## config.mk

```make
export PLATFORM = sky130hd
export DESIGN_NAME = wb_port_arbiter
export DESIGN_NICKNAME = d
export VERILOG_FILES = /design/src/rtl/wb_port_arbiter.sv
export SDC_FILE = /design/constraint.sdc
export NUM_CORES = 1
export LEC_CHECK = 0
export ABC_AREA = 1
export BUFFER_PORTS_ARGS = -buffer_cell sky130_fd_sc_hd__clkbuf_2
export CAP_MARGIN = 10
export CORE_ASPECT_RATIO = 1.4
export CORE_MARGIN = 4
export CORE_UTILIZATION = 46
export DETAILED_ROUTE_END_ITERATION = 7
export GPL_ROUTABILITY_DRIVEN = 0
export PLACE_DENSITY = 0.77
export RECOVER_POWER = 50
export SETUP_SLACK_MARGIN = 0.2
export SYNTH_ARGS = -nofsm -noshare
export SYNTH_HDL_FRONTEND = slang
export SYNTH_SLANG_ARGS = --single-unit
```

## constraint.sdc

```tcl
create_clock -name clk -period 2.8 [get_ports clk]
set_input_delay 0.42 -clock clk [delete_from_list [all_inputs] [get_ports clk]]
set_output_delay 0.42 -clock clk [all_outputs]
set_load 0.1 [all_outputs]
```

## src/rtl/wb_port_arbiter.sv

```systemverilog
// wb_port_arbiter: round-robin arbiter sharing the single integer register-file
// write port between NREQ write-back requesters (ALU, load unit, mul/div, ...).
// A winner is picked combinationally each cycle, its destination and data are
// registered, and the register-file write strobe is driven for one cycle.
//
// Optional feature macro: WB_ZERO_GUARD_EN
//   defined   - writes to rd==0 are still accepted (handshake and pointer move)
//               but the write strobe is suppressed, keeping r0 hard-wired zero.
//   undefined - rd==0 is written like any other register.
module wb_port_arbiter #(
  parameter int NREQ = 3,
  parameter int AW   = 5,
  parameter int DW   = 32,
  parameter int IDW  = 2
) (
  input  logic                clk,
  input  logic                rst,
  input  logic [NREQ-1:0]     req_valid,
  input  logic [NREQ*AW-1:0]  req_rd,
  input  logic [NREQ*DW-1:0]  req_data,
  output logic [NREQ-1:0]     req_ready,
  output logic [AW-1:0]       wb_rd,
  output logic [DW-1:0]       wb_data,
  output logic                wb_write,
  output logic [IDW-1:0]      wb_id,
  output logic [7:0]          busy_cnt
);

  // Round-robin pointer: index of the most recently granted requester.
  logic [IDW-1:0] last;

  // Combinational arbitration result.
  logic           found;
  logic [IDW-1:0] grant_idx;
  logic [AW-1:0]  sel_rd;
  logic [DW-1:0]  sel_data;
  logic           zero_block;
  logic           multi;

  // Registered write strobe before the reset gate on the output.
  logic           write_q;

  // Search last+1, last+2, ... (mod NREQ) and take the first valid requester.
  always_comb begin
    // NOTE: every variable assigned in always_comb gets a default first so no
    // path leaves it unassigned; otherwise synthesis infers a latch.
    found     = 1'b0;
    grant_idx = '0;
    for (int k = 1; k <= NREQ; k++) begin
      int idx;
      idx = (int'(last) + k) % NREQ;
      if (!found && req_valid[idx]) begin
        found     = 1'b1;
        grant_idx = IDW'(idx);
      end
    end
    // Nothing is accepted while reset is held; requesters re-present later.
    if (rst) begin
      found = 1'b0;
    end
  end

  // One-hot ready toward the granted requester, zero when nothing is granted.
  always_comb begin
    req_ready = '0;
    for (int i = 0; i < NREQ; i++) begin
      if (found && (grant_idx == IDW'(i))) begin
        req_ready[i] = 1'b1;
      end
    end
  end

  // Payload of the winning requester.
  assign sel_rd   = req_rd[int'(grant_idx)*AW +: AW];
  assign sel_data = req_data[int'(grant_idx)*DW +: DW];

  // Contention: two or more requesters presenting in the same cycle.
  assign multi = ($countones(req_valid) >= 2);

`ifdef WB_ZERO_GUARD_EN
  // r0 is architecturally zero: accept the transfer but never strobe it.
  assign zero_block = (sel_rd == '0);
`else
  assign zero_block = 1'b0;
`endif

  // Registered write-back stage, round-robin pointer and contention counter.
  always_ff @(posedge clk) begin
    // NOTE: sequential state uses non-blocking assignments so every register
    // samples pre-edge values regardless of statement order.
    if (rst) begin
      write_q  <= 1'b0;
      wb_rd    <= '0;
      wb_data  <= '0;
      wb_id    <= '0;
      last     <= IDW'(NREQ - 1);
      busy_cnt <= '0;
    end else begin
      write_q <= found && !zero_block;
      if (found) begin
        wb_rd   <= sel_rd;
        wb_data <= sel_data;
        wb_id   <= grant_idx;
        last    <= grant_idx;
      end
      if (multi && (busy_cnt != 8'hFF)) begin
        busy_cnt <= busy_cnt + 8'd1;
      end
    end
  end

  // A pending write is dropped as soon as reset is raised, not one cycle late.
  assign wb_write = write_q & ~rst;

endmodule

```

==> flow_metrics.py <==
metrics = {
    "status": {
        "status": "finished, final reports clean",
    },
    "pwr": {
        "p_leak_nw": 2.35,
        "power_frac_comb_pct": 75.8,
        "p_int_mw": 2.62,
        "peakVddDrop_uv": 1040,
        "fin_total_pwr_mw": 6.60,
        "seq_power_share_pct": 15.1,
        "clkPwrFrac_pct": 9.1,
        "powerDensity_mw_per_mm2": 1520,
        "swShare_pct": 60.3,
        "p_sw_mw": 3.98,
    },
    "drt": {
        "drt_iter0_markers": 140,
        "viasPerCell": 4.93,
        "vias": 3822,
        "drt-pass1-iter-count": 5,
        "wl_per_cell_um": 13.1,
        "drc": 0,
        "wl_mm": 10.2,
        "ant_nets": 0,
    },
    "yosys": {
        "ys_warn_count": 0,
        "synth_edf_count": 0,
        "yosysSeqAreaShare_pct": 30.2,
        "syn-num-nets": 640,
        "syn_avg_cell_area_sq_um": 6.27,
        "synth_most_common_cell": "nand2_1",
        "ys_async_sr_fraction_pct": 0,
        "syn_area_sq_mm": 0.00325,
        "ys_ff_latch": 49,
        "yosys.area.top_type": "dfxtp_1",
        "synthTopCellsByArea": "dfxtp_1 (30%), nand2_1 (19%), nand3_1 (12%)",
        "synth_cell_types": 30,
        "synth_top_cell_area_share_pct": 30.2,
        "ys.flop_type": "dfxtp_1",
        "syn-instance-count": 518,
        "synth_common_cells": "nand2_1 (164), inv_1 (92), nand3_1 (75)",
    },
    "critical_path": {
        "critPathCaptureType": "output port",
        "cp.required_ns": 2.38,
        "start_kind": "flop",
        "crit_fanout": 5,
        "slowest_delay_ns": 0.34,
        "worstSetupPathType": "flop to output port",
        "worstPathArrival_ns": 2.08,
        "crit_chain": "buf_4, ha_1, inv_2, nand2_1, nand3_2, nand2_2, nand4_1, nand2_2, nor2_4, inv_2, nor2_4, buf_12",
        "slowest_stage": "dfxtp_2",
    },
    "timing": {
        "relSlewSlack_pct": 17.5,
        "tns_ns": 0,
        "period_needed_ns": 2.50,
        "rsz0062_at_grt": "no",
        "tightestPinTransition_ns": 1.24,
        "finalCritPeriodShare_pct": 89.4,
        "skew_ns": 0.00747,
        "fin_hold_ws_ns": 0.396,
        "max_freq_mhz": 399,
        "drv_slew": 0,
        "hold_viol_final": 0,
        "finalSetupViolations": 0,
    },
    "clocking": {
        "htree_levels": 2,
        "cts_tree": "built",
        "cts_root_buf": "clkbuf_8",
        "clk_latency_ns": 0.31,
        "hold_buffers": 0,
        "clk_pin_slew_ns": 0.09,
        "cts_sinks": 49,
        "cts_max_path_buffers": 2,
        "cts_made_buffers": 5,
    },
    "placed_design": {
        "dp_hpwl_mm": 7.57,
        "io_buffers": 166,
        "placed_cell_area_sq_mm": 0.00418,
    },
    "final_layout": {
        "final_cell_area_sq_mm": 0.00436,
        "fin_nets": 802,
        "antennaDiodeCount": 0,
        "final_layout_size_suffix_gt1_share_pct": 27.5,
        "area_growth_syn_to_layout_pct": 34.1,
        "final_core_util_pct": 62.8,
    },
    "global_routing": {
        "antenna_found_initial": 0,
        "grt_pass1_vias": 3713,
        "overflow": 0,
        "grt.total_usage_pct": 23.9,
        "grt_max_degree": 38,
        "grt_pass1_wl_mm": 16.5,
    },
    "worst_hold_path": {
        "hp-class": "primary input to flop",
    },
    "die": {
        "start_util_pct": 46.8,
        "ios": 167,
        "dieArea_sq_mm": 0.00849,
        "rows": 36,
        "die_w_um": 79.0,
        "die_h_um": 107,
        "coreArea_sq_mm": 0.00694,
    },
    "flow_run": {
        "maxCapViolCount": 0,
    },
}
==> layout by cell type (no fill, tap or decap), types with 14 or more instances in the layout <==
cell,count
inv_1,89
a21oi_1,17
nand2_1,160
clkbuf_1,46
clkbuf_2,117
o22ai_1,14
buf_4,18
dfxtp_1,47
nand3b_1,20
nand3_1,73
==> state kept, by name, indices dropped and copies added (netlist names) <==
name and cells:
wb_data 32, busy_cnt 8, wb_rd 5, wb_id 2
last 1, write_q 1
==> power groups by stage <==
stage | registers (mW) | logic, mW | clock network [mW]
4_1_cts | 0.993 | 4.96 | 0.615
6_report | 0.996 | 5.01 | 0.598
3_5_place_dp | 1.01 | 4.85 | 0
2_1_floorplan | 2.07 | 2.94 | 0
3_3_place_gp | 1.00 | 4.77 | 0
5_1_grt | 1.02 | 5.45 | 0.636
==> layout make-up <==
type	instances	area (sq um)
multi-input combinational	344	1790
inverter	95	357
timing repair buffer	185	973
clock inverter	3	65.1
clock buffer	5	68.8
sequential	49	986
tap	95	119
fill	710	2580
==> critical path: cells and delay by family (launching register included) <==
kind          cells  cell delay, ns
fa+ha+maj         1            0.24
buf+inv           4            0.49
flops             1            0.34
simple gates      7            0.70
==> layer usage <==
| metal | up-vias | wire length (um) | GRT usage (%) |
|---|---|---|---|
| li1 | 1935 | - | - |
| met1 | 1705 | 3990 | 26.0 |
| met2 | 163 | 5130 | 43.6 |
| met3 | 19 | 825 | 6.78 |
| met4 | 0 | 206 | 8.23 |
| met5 | - | 0 | 0 |
==> repair_timing <==
item,in CTS,in global routing
pin swaps,2,6
cloned,0,0
buffers inserted,3,4
resized for setup,7,9
hold endpoints to repair,0,0
setup endpoints to repair,2,4
==> final timing paths <==
check                                   from            to  slack (ns)  cells after the start
worst min register to register   busy_cnt[7]   busy_cnt[7]        0.49                      2
worst max register to register      wb_id[0]   wb_data[22]        0.53                     15
worst min-delay path            req_data[18]   wb_data[18]        0.40                      5
worst max-delay path                wb_id[0]  req_ready[0]        0.30                     12
==> through the flow <==
stage | instances | setup slack, ns
floorplan | 518 | 0.245
detailed placement | 761 | 0.341
global route | 776 | 0.168
global placement | 761 | 0.440
finish | 776 | 0.296
CTS | 772 | 0.222
==> cell families after synthesis <==
kind of cell,Yosys count,share of synthesized area [%]
fa+ha+maj,6,2.31
flops,49,30.2
compound gates,51,9.98
simple gates,287,40.5
buf+inv,125,17.0
Power figures use the tool's default switching activity.
